<file path="config.mk">
export PLATFORM = sky130hd
export DESIGN_NAME = trojan_rx_32_128
export DESIGN_NICKNAME = d
export VERILOG_FILES = /design/src/rtl/trojan_rx_32_128.sv
export SDC_FILE = /design/constraint.sdc
export NUM_CORES = 1
export LEC_CHECK = 0
export CORE_ASPECT_RATIO = 1.1
export CORE_MARGIN = 2
export CORE_UTILIZATION = 30
export DETAILED_ROUTE_END_ITERATION = 8
export HOLD_SLACK_MARGIN = 0.15
export PLACE_DENSITY = 0.56
export SETUP_SLACK_MARGIN = 0.3
export SLEW_MARGIN = 10
export SYNTH_ARGS = -nofsm -noshare
export SYNTH_HDL_FRONTEND = slang
export SYNTH_SLANG_ARGS = --single-unit
</file>
<file path="constraint.sdc">
create_clock -name clk -period 4 [get_ports clk]
set_clock_uncertainty 0.05 [all_clocks]
set_input_delay 0.8 -clock clk [delete_from_list [all_inputs] [get_ports clk]]
set_output_delay 0.8 -clock clk [all_outputs]
set_load 0.1 [all_outputs]
</file>
<file path="src/rtl/trojan_rx_32_128.sv">
// trojan_rx_32_128: reassembles a 128-bit key from a 2-bit-per-cycle leak
// channel and presents it downstream as four 32-bit words over a
// valid/ready handshake. Truncated frames raise a one-cycle err pulse.
// Symbols that arrive while the block is still emitting words set a
// sticky drop flag.
module trojan_rx_32_128 (
  input  logic         clk,
  input  logic         rst_all_n,
  input  logic         leak_en,
  input  logic [1:0]   leak_sym,
  input  logic         word_ready,
  output logic [127:0] key_out,
  output logic [31:0]  word_data,
  output logic         word_valid,
  output logic         busy,
  output logic         err,
  output logic         drop,
  output logic [7:0]   frame_cnt
);

  typedef enum logic [1:0] {S_IDLE, S_RECV, S_OUT, S_DRAIN} state_e;

  state_e         state_q, state_d;
  logic           leak_en_q;
  logic [127:0]   asm_q, asm_d;
  logic [5:0]     cnt_q, cnt_d;
  logic [127:0]   key_q, key_d;
  logic [1:0]     idx_q, idx_d;
  logic [7:0]     fcnt_q, fcnt_d;
  logic [31:0]    wdata_q, wdata_d;
  logic           wvalid_q, wvalid_d;
  logic           busy_q, busy_d;
  logic           err_q, err_d;
  logic           drop_q, drop_d;

  logic [127:0]   shifted;
  logic           rise;
  logic [1:0]     idx_nxt;

  // Next-state logic for the receive / output / drain sequence
  always_comb begin
    state_d  = state_q;
    asm_d    = asm_q;
    cnt_d    = cnt_q;
    key_d    = key_q;
    idx_d    = idx_q;
    fcnt_d   = fcnt_q;
    wdata_d  = wdata_q;
    wvalid_d = wvalid_q;
    err_d    = 1'b0;
    drop_d   = drop_q;
    // New symbols enter at the top so the first one ends up in bits [1:0]
    shifted  = {leak_sym, asm_q[127:2]};
    // A frame only starts on a true rising edge of leak_en
    rise     = leak_en & ~leak_en_q;
    idx_nxt  = idx_q + 2'd1;

    case (state_q)
      S_IDLE: begin
        if (rise) begin
          asm_d   = shifted;
          cnt_d   = 6'd1;
          state_d = S_RECV;
        end
      end
      S_RECV: begin
        if (leak_en) begin
          asm_d = shifted;
          cnt_d = cnt_q + 6'd1;
          if (cnt_q == 6'd63) begin
            // Last symbol: publish the key and first word on the same edge
            key_d    = shifted;
            fcnt_d   = fcnt_q + 8'd1;
            idx_d    = 2'd0;
            wdata_d  = shifted[31:0];
            wvalid_d = 1'b1;
            state_d  = S_OUT;
          end
        end else begin
          err_d   = 1'b1;
          cnt_d   = 6'd0;
          state_d = S_IDLE;
        end
      end
      S_OUT: begin
        if (leak_en) begin
          drop_d = 1'b1;
        end
        if (word_ready) begin
          if (idx_q == 2'd3) begin
            wvalid_d = 1'b0;
            state_d  = S_DRAIN;
          end else begin
            idx_d   = idx_nxt;
            wdata_d = key_q[{idx_nxt, 5'd0} +: 32];
          end
        end
      end
      S_DRAIN: begin
        // The low cycle that ends the drain also arms the edge detector
        if (!leak_en) begin
          state_d = S_IDLE;
        end else if (!leak_en_q) begin
          drop_d = 1'b1;
        end
      end
      default: state_d = S_IDLE;
    endcase

    busy_d = (state_d != S_IDLE);
  end

  // State and output registers; leak_en_q resets high to block mid-frame starts
  always_ff @(posedge clk or negedge rst_all_n) begin
    if (!rst_all_n) begin
      state_q   <= S_IDLE;
      leak_en_q <= 1'b1;
      asm_q     <= '0;
      cnt_q     <= '0;
      key_q     <= '0;
      idx_q     <= '0;
      fcnt_q    <= '0;
      wdata_q   <= '0;
      wvalid_q  <= 1'b0;
      busy_q    <= 1'b0;
      err_q     <= 1'b0;
      drop_q    <= 1'b0;
    end else begin
      state_q   <= state_d;
      leak_en_q <= leak_en;
      asm_q     <= asm_d;
      cnt_q     <= cnt_d;
      key_q     <= key_d;
      idx_q     <= idx_d;
      fcnt_q    <= fcnt_d;
      wdata_q   <= wdata_d;
      wvalid_q  <= wvalid_d;
      busy_q    <= busy_d;
      err_q     <= err_d;
      drop_q    <= drop_d;
    end
  end

  assign key_out    = key_q;
  assign word_data  = wdata_q;
  assign word_valid = wvalid_q;
  assign busy       = busy_q;
  assign err        = err_q;
  assign drop       = drop_q;
  assign frame_cnt  = fcnt_q;

endmodule
</file>
==> results.md <==
* CP max FO at 3
* CTS Hold Bufs at 0
* Synth async-reset ratio at 1.000
* Antenna cells at 0
* Clock Path Buffers at 3
* Sequential share of the synthesized area at 0.5888
* Crit path max-delay cell type: clkdlybuf4s50_1
* Combinational group share of total power at 0.126
* Total wire length at 32560 µm
* Post-CTS Setup Inserts at 0
* Die height at 223.5 µm
* Least-Margin Pin Slew at 1.046 ns
* Top-area cell type share of the netlist area at 0.5868
* Maxcap violations at 0
* TritonCTS clock tree: done
* Vias at 7679
* Max incr delay on CP at 1.20 ns
* Int Power at 0.005967 W
* Tmin final at 2.974 ns
* I/O pin count at 178
* Final Setup Violations at 0
* Global route overflow at 0
* Synth Area per Inst at 15.40 µm²
* Worst Setup Start Kind: flop
* Max H-tree Level at 2
* Syn Nets at 862
* Worst ir drop on vdd at 0.2727 mV
* CTS sink cnt at 309
* Net Sw Frac at 0.2536
* Nets at 1043
* GR Util met1 at 0.2034
* Yosys reg bits at 309
* Mapped Cells at 853
* Dominant cells by area after synthesis: dfrtp_1 59%, mux2_2 26%, mux2i_1 2.5%
* Insertion delay to the later sink of the worst-skew pair at 0.52 ns
* Yosys Warn Count at 0
* Worst reg2reg path startpoint: state_q[0]
* Grt met2 use at 0.2251
* Critical path class: flop to primary output
* Static Leakage at 7.723 nW
* Post-CTS resize count at 0
* Worst flop-to-flop path endpoint: word_data[20]
* Top_reg_cell synth: dfrtp_1
* Worst EP arrival at 2.12 ns
* Most area-hungry cell type in the Yosys netlist: dfrtp_1
* Psw at 0.002028 W
* Met3 Resource Use GR at 0.02921
* Top Family by Delay on Critical Path: buffers and inverters
* Port buffer count at 177
* GP Congestion at 0.7719
* Period utilisation layout at 0.7435
* Reg-to-reg slack, setup at 1.49 ns
* Die W at 203.5 µm
* ANT nets after route at 0
* RSZ-0062 raised after global routing: false
* Pin count of the biggest net entering global routing at 107
* Reg2reg path depth at 5
* Vias/cell at 4.697
* Number of buffers created by CTS at 36
* Hold slack at 0.2923 ns
* Floorplan Core Area at 0.04334 mm²
* Post-synth top cells: 308 x dfrtp_1, 308 x mux2_2, 33 x mux2i_1
* Hold Vio Cnt, Final at 0
* Final max-slew violation count at 0
* Clock Tree Root: clkbuf_16
* Clock slew at reported path FFs at 0.06 ns
* First-pass GRT wire length at 50640 µm
* Max-slew headroom at 0.3006
* Starting Density at 0.3030
* Run status: finished, final reports clean
* Post-route DRC at 0
* Distinct cells, synth at 42
* # rows at 80
* Part of the power in the clock network at 0.438
* F_max at 336.2 MHz
* DRT iter0 DRCs at 355
* Antenna violations before repair at 0
* Worst endpoint required time at 3.15 ns
* First-pass DRT Iterations at 4
* Post-Synthesis Cell Area at 0.01313 mm²
* Area Growth Syn to Fin at 27.00%
* Hpwl dp at 21360 µm
* Busiest grt layer: met2
* Flop pwr share at 0.436
* Power density over cell area at 479.3 mW/mm²
* Die ar. at 0.04547 mm²
* Fin Setup TNS at 0 ns
* Post-synth EDFFs at 0
* CP Capture Type: primary output
* Worst-path cell chain: clkdlybuf4s50_1
* Post-DR wirelength/cell at 19.91 µm
* Overall Global Routing Usage at 0.1441
* Share of layout cells above drive strength 1 at 0.3761
* Buf+Inv Stages, Crit Path at 1
* Worst hold path class: primary input to asynchronous set/reset pin
* Number of global-route vias before repair at 8147
==> cells by family (layout without fill, tap and decap cells) <==
logic type	count (synthesis)	in the layout	share of synthesized area
AO/OA/AOI/OAI	79	79	0.04477
XOR/XNOR	9	9	0.006002
adder cells (fa/ha/maj)	3	3	0.002858
buffers and inverters	59	267	0.04001
flip-flops	309	309	0.5888
multiplexers	353	353	0.2995
AND/OR/NAND/NOR	41	41	0.01801
==> placed cells by master (no fill, tap or decap), types with 2 or more instances in the layout <==
master / instances
and3b_1: 3
xor2_1: 3
mux2_2: 308
o211ai_1: 2
nand2_1: 10
bufinv_16: 5
clkinv_2: 4
nand4_1: 5
mux2_1: 12
and3_1: 3
buf_12: 7
inv_1: 3
ha_1: 2
a22oi_1: 32
inv_6: 2
mux2i_1: 33
o21ai_0: 4
clkbuf_1: 6
dfrtp_1: 307
o31ai_1: 32
clkbuf_8: 10
clkdlybuf4s50_1: 176
xnor2_1: 6
buf_4: 15
nor2_1: 6
nand3b_1: 3
clkbuf_16: 37
nand3_1: 3
==> layout make-up <==
class / count / area [µm²]
fillers: 4119 / 26660
clock inverters: 12 / 195.2
well taps: 574 / 718.2
multi-input cells: 485 / 4905
flip-flops and latches: 309 / 7735
repair buffers: 199 / 2029
inverters: 3 / 11.26
clock buffers: 53 / 1086
==> flip-flops by register name, summed over array words and instances, names as in the netlist, 2 cells and up <==
name       count
state_q        2
idx_q          2
cnt_q          6
asm_q        126
frame_cnt      8
key_out      128
word_data     32
==> power groups by stage <==
stage | combinational (W) | clock [W] | sequential, W
floorplan | 0.000728 | 0 | 0.00346
global placement | 0.00102 | 0 | 0.00354
detailed placement | 0.00103 | 0 | 0.00355
CTS | 0.00103 | 0.00361 | 0.00349
global route | 0.00109 | 0.00373 | 0.00351
finish | 0.00101 | 0.00350 | 0.00348
==> routing by layer <==
metal / wire length, µm / vias to the layer above
met1: 15350 / 3983
met3: 1437 / 43
met2: 15200 / 165
li1: - / 3488
met4: 569 / 0
met5: 0 / -
==> worst max path at each step <==
stage / from / slack (ns) / depth (start not counted) / endpoint
final: key_out[82] / 1.03 / 1 / key_out[82]
after global routing: key_out[82] / 0.96 / 1 / key_out[82]
after CTS: key_out[82] / 0.97 / 1 / key_out[82]
after detailed placement: leak_en / 1.02 / 5 / asm_q[101]
after global placement: leak_en / 1.02 / 5 / asm_q[37]
after floorplan: leak_en / 1.94 / 5 / key_out[10]
==> stage by stage <==
stage | util | instances | area, µm² | setup WS, ns | total power (W)
after floorplan | - | 853 | 13130 | 1.938 | 0.004187
after global routing | 0.3848 | 1635 | 16680 | 0.9643 | 0.008328
after detailed placement | 0.3553 | 1570 | 15400 | 1.020 | 0.004578
after CTS | 0.3848 | 1635 | 16680 | 0.9691 | 0.008137
final | 0.3848 | 1635 | 16680 | 1.026 | 0.007995
after global placement | 0.3553 | 1570 | 15400 | 1.024 | 0.004567
(Power assumes the default switching activity.)
